### src/rtl/ldpc_wb_chan_hub.sv
// ldpc_wb_chan_hub
//   Wishbone register front end that feeds N_CH LDPC channels. Each channel
//   has a write FIFO streamed over valid/ready, plus control, sticky status
//   and interrupt-mask registers. All interrupt sources are OR-ed into irq_o.
//
// Ports
//   wb_clk_i, wb_rst_ni    clock, asynchronous active-low reset
//   wbs_*                  Wishbone slave (classic, 2-cycle access)
//   ch_tdata_o/tvalid_o    per-channel FIFO head word and valid
//   ch_tready_i            per-channel core accept
//   ch_done_i/ch_err_i     per-channel one-cycle event pulses
//   irq_o                  aggregated, registered interrupt
//
// Register map (byte address within block)
//   [7:4] channel, [3:2] register: 0 DATA, 1 CTRL, 2 STATUS, 3 IMASK
module ldpc_wb_chan_hub #(
    parameter int unsigned N_CH       = 2,
    parameter int unsigned FIFO_DEPTH = 8,
    parameter logic [31:0] BASE_ADR   = 32'h3000_0000,
    parameter logic [31:0] ADR_MASK   = 32'hFFFF_FF00
) (
    input  logic                wb_clk_i,
    input  logic                wb_rst_ni,
    input  logic                wbs_cyc_i,
    input  logic                wbs_stb_i,
    input  logic                wbs_we_i,
    input  logic [3:0]          wbs_sel_i,
    input  logic [31:0]         wbs_adr_i,
    input  logic [31:0]         wbs_dat_i,
    output logic                wbs_ack_o,
    output logic [31:0]         wbs_dat_o,
    output logic [32*N_CH-1:0]  ch_tdata_o,
    output logic [N_CH-1:0]     ch_tvalid_o,
    input  logic [N_CH-1:0]     ch_tready_i,
    input  logic [N_CH-1:0]     ch_done_i,
    input  logic [N_CH-1:0]     ch_err_i,
    output logic                irq_o
);

    localparam int unsigned AW = (FIFO_DEPTH > 1) ? $clog2(FIFO_DEPTH) : 1;
    localparam int unsigned LW = AW + 1;

    logic             r_ack;
    logic [31:0]      r_rdata;
    logic             r_irq;
    logic             w_hit;
    logic             w_req;
    logic             w_wr;
    logic [3:0]       w_ch;
    logic [1:0]       w_reg;
    logic [31:0]      w_rd_ch [N_CH];
    logic [31:0]      w_rdval;
    logic [N_CH-1:0]  w_irq_ch;

    assign w_hit = (wbs_adr_i & ADR_MASK) == (BASE_ADR & ADR_MASK);
    assign w_req = wbs_cyc_i & wbs_stb_i & w_hit & ~r_ack;
    // Writes commit on the edge that closes the ack cycle, using the bus
    // values the master is still holding.
    assign w_wr  = r_ack & wbs_cyc_i & wbs_stb_i & w_hit & wbs_we_i;
    assign w_ch  = wbs_adr_i[7:4];
    assign w_reg = wbs_adr_i[3:2];

    // Channels beyond N_CH read as zero.
    always_comb begin
        w_rdval = '0;
        for (int unsigned i = 0; i < N_CH; i++) begin
            if (w_ch == 4'(i)) w_rdval = w_rd_ch[i];
        end
    end

    always_ff @(posedge wb_clk_i or negedge wb_rst_ni) begin
        if (!wb_rst_ni) begin
            r_ack   <= 1'b0;
            r_rdata <= '0;
            r_irq   <= 1'b0;
        end else begin
            r_ack   <= w_req;
            r_rdata <= (w_req && !wbs_we_i) ? w_rdval : '0;
            r_irq   <= |w_irq_ch;
        end
    end

    assign wbs_ack_o = r_ack;
    assign wbs_dat_o = r_rdata;
    assign irq_o     = r_irq;

    for (genvar c = 0; c < N_CH; c++) begin : g_ch
        logic [31:0]   r_mem [FIFO_DEPTH];
        logic [AW-1:0] r_rd, r_wr;
        logic [LW-1:0] r_lvl;
        logic          r_en, r_done, r_err, r_ovf;
        logic [2:0]    r_mask;
        logic [31:0]   r_tdata;

        logic          w_sel_ch, w_push_req, w_ctrl_wr, w_stat_wr, w_mask_wr;
        logic          w_flush, w_full, w_empty, w_valid, w_pop, w_push, w_rej;
        logic [AW-1:0] w_rd_nx, w_wr_nx;
        logic [LW-1:0] w_lvl_nx;
        logic          w_done_nx, w_err_nx, w_ovf_nx;
        logic [2:0]    w_mask_nx;
        logic [31:0]   w_head_nx;
        logic [31:0]   w_rd;

        assign w_sel_ch   = w_wr && (w_ch == 4'(c));
        assign w_push_req = w_sel_ch && (w_reg == 2'd0) && (wbs_sel_i == 4'hF);
        assign w_ctrl_wr  = w_sel_ch && (w_reg == 2'd1) && wbs_sel_i[0];
        assign w_stat_wr  = w_sel_ch && (w_reg == 2'd2) && wbs_sel_i[0];
        assign w_mask_wr  = w_sel_ch && (w_reg == 2'd3) && wbs_sel_i[0];
        assign w_flush    = w_ctrl_wr && wbs_dat_i[1];

        assign w_full  = (r_lvl == LW'(FIFO_DEPTH));
        assign w_empty = (r_lvl == '0);
        assign w_valid = r_en & ~w_empty;
        assign w_pop   = w_valid & ch_tready_i[c];
        assign w_push  = w_push_req & (~w_full | w_pop);
        assign w_rej   = w_push_req & ~w_push;

        assign w_rd_nx  = w_flush ? '0 : r_rd + AW'(w_pop);
        assign w_wr_nx  = w_flush ? '0 : r_wr + AW'(w_push);
        assign w_lvl_nx = w_flush ? '0 : r_lvl + LW'(w_push) - LW'(w_pop);

        // Sticky bits: a same-cycle event overrides the W1C clear.
        assign w_done_nx = ch_done_i[c] | (r_done & ~(w_stat_wr & wbs_dat_i[0]));
        assign w_err_nx  = ch_err_i[c]  | (r_err  & ~(w_stat_wr & wbs_dat_i[1]));
        assign w_ovf_nx  = w_rej        | (r_ovf  & ~(w_stat_wr & wbs_dat_i[4]));
        assign w_mask_nx = w_mask_wr ? wbs_dat_i[2:0] : r_mask;
        assign w_irq_ch[c] = |({w_ovf_nx, w_err_nx, w_done_nx} & w_mask_nx);

        // Registered head: bypass the incoming word when it lands in the
        // slot that becomes the head, otherwise read ahead from memory.
        assign w_head_nx = (w_push && (r_wr == w_rd_nx)) ? wbs_dat_i : r_mem[w_rd_nx];

        always_ff @(posedge wb_clk_i or negedge wb_rst_ni) begin
            if (!wb_rst_ni) begin
                for (int unsigned i = 0; i < FIFO_DEPTH; i++) r_mem[i] <= '0;
                r_rd    <= '0;
                r_wr    <= '0;
                r_lvl   <= '0;
                r_en    <= 1'b0;
                r_done  <= 1'b0;
                r_err   <= 1'b0;
                r_ovf   <= 1'b0;
                r_mask  <= '0;
                r_tdata <= '0;
            end else begin
                if (w_push) r_mem[r_wr] <= wbs_dat_i;
                r_rd    <= w_rd_nx;
                r_wr    <= w_wr_nx;
                r_lvl   <= w_lvl_nx;
                if (w_ctrl_wr) r_en <= wbs_dat_i[0];
                r_done  <= w_done_nx;
                r_err   <= w_err_nx;
                r_ovf   <= w_ovf_nx;
                r_mask  <= w_mask_nx;
                r_tdata <= w_head_nx;
            end
        end

        always_comb begin
            w_rd = '0;
            case (w_reg)
                2'd0: w_rd = 32'(r_lvl);
                2'd1: w_rd = {31'b0, r_en};
                2'd2: w_rd = {16'b0, 8'(r_lvl), 3'b0, r_ovf, w_empty, w_full, r_err, r_done};
                2'd3: w_rd = {29'b0, r_mask};
                default: w_rd = '0;
            endcase
        end

        assign w_rd_ch[c]             = w_rd;
        assign ch_tdata_o[32*c +: 32] = r_tdata;
        assign ch_tvalid_o[c]         = w_valid;
    end

endmodule

### config.mk
export PLATFORM = sky130hd
export DESIGN_NAME = ldpc_wb_chan_hub
export DESIGN_NICKNAME = d
export VERILOG_FILES = /design/src/rtl/ldpc_wb_chan_hub.sv
export SDC_FILE = /design/constraint.sdc
export NUM_CORES = 1
export LEC_CHECK = 0
export ABC_CLOCK_PERIOD_IN_PS = 3600
export CAP_MARGIN = 20
export CORE_UTILIZATION = 50
export CTS_CLUSTER_SIZE = 30
export DETAILED_ROUTE_END_ITERATION = 8
export PLACE_DENSITY = 0.76
export SETUP_SLACK_MARGIN = 0.02
export SLEW_MARGIN = 20
export SYNTH_ARGS = -nofsm -noshare
export SYNTH_HDL_FRONTEND = slang
export SYNTH_SLANG_ARGS = --single-unit
export TNS_END_PERCENT = 10
### constraint.sdc
create_clock -name wb_clk_i -period 3.6 [get_ports wb_clk_i]
set_input_delay 0.72 -clock wb_clk_i [delete_from_list [all_inputs] [get_ports wb_clk_i]]
set_output_delay 0.72 -clock wb_clk_i [all_outputs]
set_load 0.01 [all_outputs]
# ---- Yosys cells after proc, flatten, opt, wreduce, memory -nomap -nowiden
# Index checks and enable logic that the tools add are counted.
dict set report totals {
  register_bits 644
  input_bits 79
  elab_cells 173
}
dict set report classes {
  add_sub_neg 8
  order_cmp 6
  n_eq_ne 10
  mux 27
  bitwise_logic 54
  reduce_logical 31
}
# cell count
set ops {}
lappend ops {{bitwise mux 256 bit} 2}
lappend ops {{two-way mux 32 bit} 11}
lappend ops {{one-hot mux 32 bit (4 select lines)} 2}
lappend ops {{binary-select mux 32 bit (select 3 bit)} 2}
lappend ops {{demux 32 bit (select 3 bit)} 2}
lappend ops {{bitwise AND 1 bit} 27}
lappend ops {{logical AND 1 bit} 25}
lappend ops {{equality test 24 x 22 -> 1 bit, second input constant} 1}
lappend ops {{two-way mux 3 bit} 6}
lappend ops {{greater-or-equal comparator 4 bit, second input constant} 4}
lappend ops {{NOT 3 -> 4 bit} 4}
lappend ops {{NOT 1 bit} 13}
lappend ops {{adder 3 x 1 -> 3 bit} 4}
lappend ops {{equality test 4 bit, second input constant} 3}
lappend ops {{logical NOT 4 bit} 3}
lappend ops {{adder 4 x 1 -> 4 bit} 2}
lappend ops {{less-than comparator 4 x 1 -> 1 bit, second input constant} 2}
lappend ops {{two-way mux 4 bit} 2}
lappend ops {{OR 1 bit} 8}
lappend ops {{subtractor 4 x 1 -> 4 bit} 2}
lappend ops {{bitwise AND 3 bit} 2}
lappend ops {{equality test 3 bit} 2}
lappend ops {{OR reduction 6 bit} 1}
lappend ops {{equality test 2 bit, second input constant} 2}
lappend ops {{other kinds (4)} 4}

# ---- Depth between registers and ports, before layout
dict set report depth {
  depth_word 14
  depth_mapped 15
  mapped_depth_nobuf 14
}

# ---- Worst setup path after synthesis
# No wires, ideal clock.
dict set report synth_timing {
  path_kind {flip-flop to flip-flop}
  from {register g_ch[0].r_lvl[2]}
  to {register g_ch[0].r_tdata[10]}
  setup_ns 0.128
  arrival_ns 3.521
  t_required_ns 3.472
  slack_ns -0.049
  stages_incl_launch_ff 15
  n_path_buf 3
  synth_period_minus_slack_ns 3.649
  path_cell_list {dfrtp_1 > inv_1 > ha_1 > or3b_2 > and3_1 > ha_1 > ha_1 > clkbuf_1 > clkbuf_1 > buf_1 > mux2i_1 > o21ai_0 > nand2_1 > a21oi_1 > mux2_1}
}
dict set report synth_between {
  elab_chain_cells 11
  word_cells_on_any_way 17
  classes_between {add/sub: 1; eq/ne: 2; mux: 5; bitwise: 7; reduce/logical: 2}
}
# item line_no
set synth_rtl {}
lappend synth_rtl {{start: declaration} 90} ;# logic [LW-1:0] r_lvl;
lappend synth_rtl {{start signal: assignment} 149} ;# r_lvl <= w_lvl_nx;
lappend synth_rtl {{logical NOT 4 bit} 112} ;# assign w_empty = (r_lvl == '0);
lappend synth_rtl {{NOT 1 bit} 113} ;# assign w_valid = r_en & ~w_empty;
lappend synth_rtl {{bitwise AND 1 bit} 113}
lappend synth_rtl {{bitwise AND 1 bit} 114} ;# assign w_pop = w_valid & ch_tready_i[c];
lappend synth_rtl {{adder 3 x 1 -> 3 bit} 118} ;# assign w_rd_nx = w_flush ? '0 : r_rd + AW'(w_pop);
lappend synth_rtl {{two-way mux 3 bit} 118}
lappend synth_rtl {{NOT 3 -> 4 bit (not written as such)} 131} ;# assign w_head_nx = (w_push && (r_wr == w_rd_nx)) ? wbs_dat_i : r_mem[w_rd_nx];
lappend synth_rtl {{binary-select mux 32 bit (select 3 bit)} 131}
lappend synth_rtl {{two-way mux 32 bit (not written as such) (2 in series)} 131}
lappend synth_rtl {{two-way mux 32 bit *} 131}
lappend synth_rtl {{net g_ch[0].w_head_nx[10]} 101} ;# logic [31:0] w_head_nx;
lappend synth_rtl {{end signal: assignment} 155} ;# r_tdata <= w_head_nx;
lappend synth_rtl {{end: declaration} 93} ;# logic [31:0] r_tdata;
# Mark *: on every way through the listed nets, which the timed path passes. The rest lies on a longest branch. The select of a mux whose other input is x is not followed.
# A chain may end at the register's enable or synchronous reset.

# ---- Worst setup path after layout
dict set report layout_timing {
  from {register g_ch[0].r_lvl[3]}
  to {register g_ch[0].r_tdata[10]}
}
# The elaborated chain is that of the path after synthesis.

==> impl_summary.md <==
STA
The worst pin sits at a relative slew slack of 47.63%. Static timing analysis puts the maximum clock frequency at 0.2837 GHz. At the pin with the least slew margin, the transition time is 0.7831 ns. The final setup skew is 0.02150 ns. Of the available clock period, the critical path in the final layout requires 97.92%. The final number of hold-violating endpoints was 0. Subtracting the final worst setup slack from the clock period gives 3.525 ns. Final hold analysis gives a worst-case slack of 0.02849 ns. The final-report setup violation count is 0. The smallest setup slack after layout is 0.07492 ns.

Setup repair after global routing could not meet its margin everywhere. The final max-slew violation count is 0. Adding up every negative setup slack in the final design gives 0 ns.

Yosys
The portion of netlist area occupied by mux cells is 28.73%. The proportion of synthesized chip area in sequential cells is 53.49%. The simple-gate area share of the yosys netlist is 4.285%. Summing the areas of all fa, ha and maj instances in the mapped netlist gives 0.9992% of the synthesized area. The synthesized design contains 621 register bits.

The synthesized-area fraction occupied by xor and xnor cells is 0.3015%. The average size of a mapped cell is 12.54 µm². By area, the combinational part of the netlist is dominated by multiplexers.

The count of unique library cells instantiated by Yosys is 60. By instance count, the leading cell after synthesis is sky130_fd_sc_hd__dfrtp_1. In this run, synthesis inferred 0 flip-flops with an integrated enable. The top cell type's share of synthesized area is 53.49%. The commonest cells after synthesis are sky130_fd_sc_hd__dfrtp_1 (621), sky130_fd_sc_hd__mux2_2 (492), sky130_fd_sc_hd__o21ai_0 (159). Yosys attributes the largest share of cell area to sky130_fd_sc_hd__dfrtp_1 (53%), sky130_fd_sc_hd__mux2_2 (19%), sky130_fd_sc_hd__mux2_1 (4.9%), sky130_fd_sc_hd__mux2i_1 (4.6%), sky130_fd_sc_hd__o21ai_0 (2.7%). The primary flip-flop cell chosen by synthesis mapping is sky130_fd_sc_hd__dfrtp_1. In the synthesized netlist the async set-or-reset flop fraction comes to 100.0%. The compound-cell area share of the yosys netlist is 8.136%. The post-synthesis cell count is 2316. The cell type with the highest aggregate area in the netlist is sky130_fd_sc_hd__dfrtp_1. The synthesized cell area is 29050 µm². The warning count from the yosys run is 0.

Global route
For this run the aggregate overflow at the end of global routing stands at 0. Global routing used 25.40% of the available tracks. Entering global routing, the biggest net connects 104 pins. The first-pass GRT wire length is 117400 µm.

The number of global-route vias before repair came to 20700. The initial antenna violation count is 0.

Routing
The final wirelength is 74420 µm. For this run, design rule violations remaining after detail routing come to 0. Wire segments on met2 add up to 36200 µm in the final route. Dividing the detail-routed via count by the number of cells gives 5.927. The DRC violation total after the first TritonRoute iteration is 1640. The routed wire length on met3 is 4473 µm.

After detailed routing, no signal wire sits above met4. The vias after detailed routing is 19320. The detail-routed net length per standard cell is 22.83 µm.

The first TritonRoute pass finished after 5 iterations. The routed metal-1 wire length is 31450 µm. In this run the remaining antenna-violating nets after routing total 0.

Floorplanning
The floorplan step defined a core boundary enclosing 56930 µm². The die covers 59070 µm². In this run the core area contains 87 standard-cell rows. 179 I/O pins were placed.

The horizontal die dimension is 243.0 µm. Once the floorplan was initialized, standard cells occupied 51.03% of the core. Measured along the y axis, the die boundary spans 243.0 µm.

Finish
Counting the fill cells in the layout gives 4204. The area growth from synthesis to layout is 18.86%. The net count reported at finish is 2559. The multi-input combinational cells in the finished layout cover a total of 12740 µm². The number of antenna cells inserted is 0.

The post-route netlist has 30.95% of its cells at a drive strength greater than 1. At the end of the flow the core is filled with cells to 60.65%. The footprint of the flip-flops and latches is 15540 µm².

Power
The portion of total power attributed to the clock network is 48.7%. Combinational cells account for 2.7% of the total power. The reported net switching power is 3.050 mW. For this design the ratio of total power to cell area is 416.3 nW/µm². The overall power of the completed layout is 14.37 mW. Internal power comes to 11.32 mW.

The fraction of power consumed by sequential logic is 48.6%. The cell leakage power is 16.13 nW. The worst-case IR drop observed on VDD is 0.2891 mV.

Net switching is 21.22% of the power.

Clocking
The TritonCTS sink count is 621. The root buffer cell chosen for the clock tree is sky130_fd_sc_hd__clkbuf_16. The CTS H-tree depth is 3. In this run, post-CTS repair resized a total of 4 instances.

After clock tree synthesis, the clock-pin slew on the worst setup and hold paths is 0.06 ns. Clock tree synthesis inserted a total of 66 buffers. The clock tree buffer depth is 3. TritonCTS built the clock tree. At the later pin of the worst-skew pair, clock insertion delay measures 0.60 ns. The number of buffers inserted to repair setup after CTS is 0. Buffers inserted to repair hold after CTS numbered 0.

Critical path
The critical path launch point type is a flop. The largest driver fanout on the critical path is 14. The most frequent cell on the critical path is sky130_fd_sc_hd__ha_2. The critical path goes through inv_1 > ha_2 > or3b_2 > and3_4 > ha_2 > ha_4 > buf_12 > mux2_2 > a2111oi_0 > a21oi_1 > mux2_1.

The capturing element type of the critical path is a flop. The classification of the worst setup path is reg2reg. The destination of the critical timing path is g_ch[0].r_tdata[10]. For this design, the slowest cell found on the critical path is sky130_fd_sc_hd__or3b_2. In this design, the stage delay of the slowest critical-path cell is 0.45 ns.

The start of the worst register-to-register path is g_ch[0].r_lvl[3]. The critical path arrival is 4.00 ns. The most critical setup path has its startpoint at g_ch[0].r_lvl[3].

The worst register-to-register path ends at g_ch[0].r_tdata[10]. Measured in cells, the most critical reg-to-reg path has a length of 11. In this run the register-to-register setup slack is 0.07 ns. The required time of the critical path is 4.07 ns.

Hold path
The class of the most critical hold timing path is in2async.

Job
The number of maximum-capacitance constraint violations is 0.

Placed design
The final weighted congestion in routability-driven placement is 0.8725. The worst setup slack before clock tree synthesis is -0.09098 ns. The detailed-placement wirelength estimate is 44910 µm.

During placement, the flow inserted port buffers numbering 153.

Outcome
The run finished with clean final reports.
-- power by group through the flow --
stage | Combinational [mW] | Clock, mW | Sequential, mW
floorplan | 0.0942 | 0 | 7.11
global placement | 0.380 | 0 | 7.11
detailed placement | 0.396 | 0 | 7.11
CTS | 0.398 | 7.13 | 6.98
global route | 0.436 | 7.39 | 6.98
finish | 0.392 | 7.00 | 6.98
-- metal layers --
metal	GRT usage (%)	vias up
met5	0	-
met4	10.06	0
met3	4.533	139
met2	41.76	581
met1	33.36	10070
li1	-	8529
-- per-stage QoR --
stage	instance area [µm²]	instances
final	34530	3260
after detailed placement	32130	3146
after CTS	34390	3260
after floorplan	29130	2338
after global placement	32130	3146
after global routing	34530	3260
-- state kept, by name (all words and copies together) (netlist names) --
register	cells
g_ch.r_done	2
g_ch.r_en	2
g_ch.r_err	2
g_ch.r_lvl	8
g_ch.r_mask	6
g_ch.r_mem	512
g_ch.r_ovf	2
g_ch.r_rd	6
g_ch.r_tdata	64
g_ch.r_wr	6
irq_o	1
wbs_ack_o	1
wbs_dat_o	9
-- logic make-up (layout without fill, tap and decap cells) --
logic type | count (synthesis) | in the layout
fa+ha+maj | 22 | 22
mux | 754 | 754
buf+inv | 269 | 435
simple gates | 253 | 253
flops | 621 | 621
xor+xnor | 10 | 10
compound gates | 386 | 386
other cells | 1 | 23
-- layout by cell type, fill, tap and decap left out, types with 4 or more instances in the layout --
master / count
sky130_fd_sc_hd__nand2_1: 80
sky130_fd_sc_hd__inv_1: 54
sky130_fd_sc_hd__ha_1: 16
sky130_fd_sc_hd__buf_12: 37
sky130_fd_sc_hd__conb_1: 23
sky130_fd_sc_hd__bufinv_16: 5
sky130_fd_sc_hd__clkbuf_8: 14
sky130_fd_sc_hd__nor4_1: 7
sky130_fd_sc_hd__nand4_1: 5
sky130_fd_sc_hd__buf_4: 75
sky130_fd_sc_hd__clkdlybuf4s50_1: 152
sky130_fd_sc_hd__dfrtp_1: 621
sky130_fd_sc_hd__nor2_1: 91
sky130_fd_sc_hd__mux2_1: 127
sky130_fd_sc_hd__a2111oi_0: 10
sky130_fd_sc_hd__a2111oi_2: 15
sky130_fd_sc_hd__nand3_1: 7
sky130_fd_sc_hd__nor2b_1: 4
sky130_fd_sc_hd__mux2i_1: 133
sky130_fd_sc_hd__xnor2_1: 7
sky130_fd_sc_hd__clkbuf_16: 71
sky130_fd_sc_hd__a21oi_1: 128
sky130_fd_sc_hd__o2111a_1: 32
sky130_fd_sc_hd__mux2_2: 492
sky130_fd_sc_hd__o21ai_0: 159
sky130_fd_sc_hd__nor3_1: 5
sky130_fd_sc_hd__a2111oi_1: 4
sky130_fd_sc_hd__nor4_2: 5
sky130_fd_sc_hd__and2_1: 8
sky130_fd_sc_hd__clkbuf_1: 8
sky130_fd_sc_hd__clkinv_2: 11
-- worst max-delay path, delay by kind of cell, from the launching register on --
family | cells | cell delay, ns
AND/OR/NAND/NOR | 2 | 0.65
multiplexers | 2 | 0.67
adder cells (fa/ha/maj) | 3 | 0.76
buffers and inverters | 2 | 0.29
AO/OA/AOI/OAI | 2 | 0.61
flip-flops | 1 | 0.39
-- layout make-up --
type,instances,area share [%]
sequential,621,45.00
tap,756,2.739
timing repair buffer,265,8.225
inverter,56,0.6087
multi-input combinational,1448,36.90
clock buffer,93,5.790
clock inverter,21,0.7319
-- worst min-delay path by stage --
| stage | from | end | slack (ns) | cells past startpoint |
|---|---|---|---|---|
| 2_1_floorplan | wb_rst_ni | g_ch[0].r_done | 0.42 | 0 |
| 3_3_place_gp | g_ch[1].r_mem[193] | g_ch[1].r_mem[193] | 0.47 | 1 |
| 3_5_place_dp | g_ch[1].r_mem[193] | g_ch[1].r_mem[193] | 0.48 | 1 |
| 4_1_cts | wb_rst_ni | g_ch[1].r_lvl[3] | 0.02 | 1 |
| 5_1_grt | wb_rst_ni | wbs_dat_o[8] | 0.05 | 1 |
| 6_report | wb_rst_ni | wbs_dat_o[1] | 0.03 | 1 |
No activity file was read; power rests on OpenSTA's default activity.
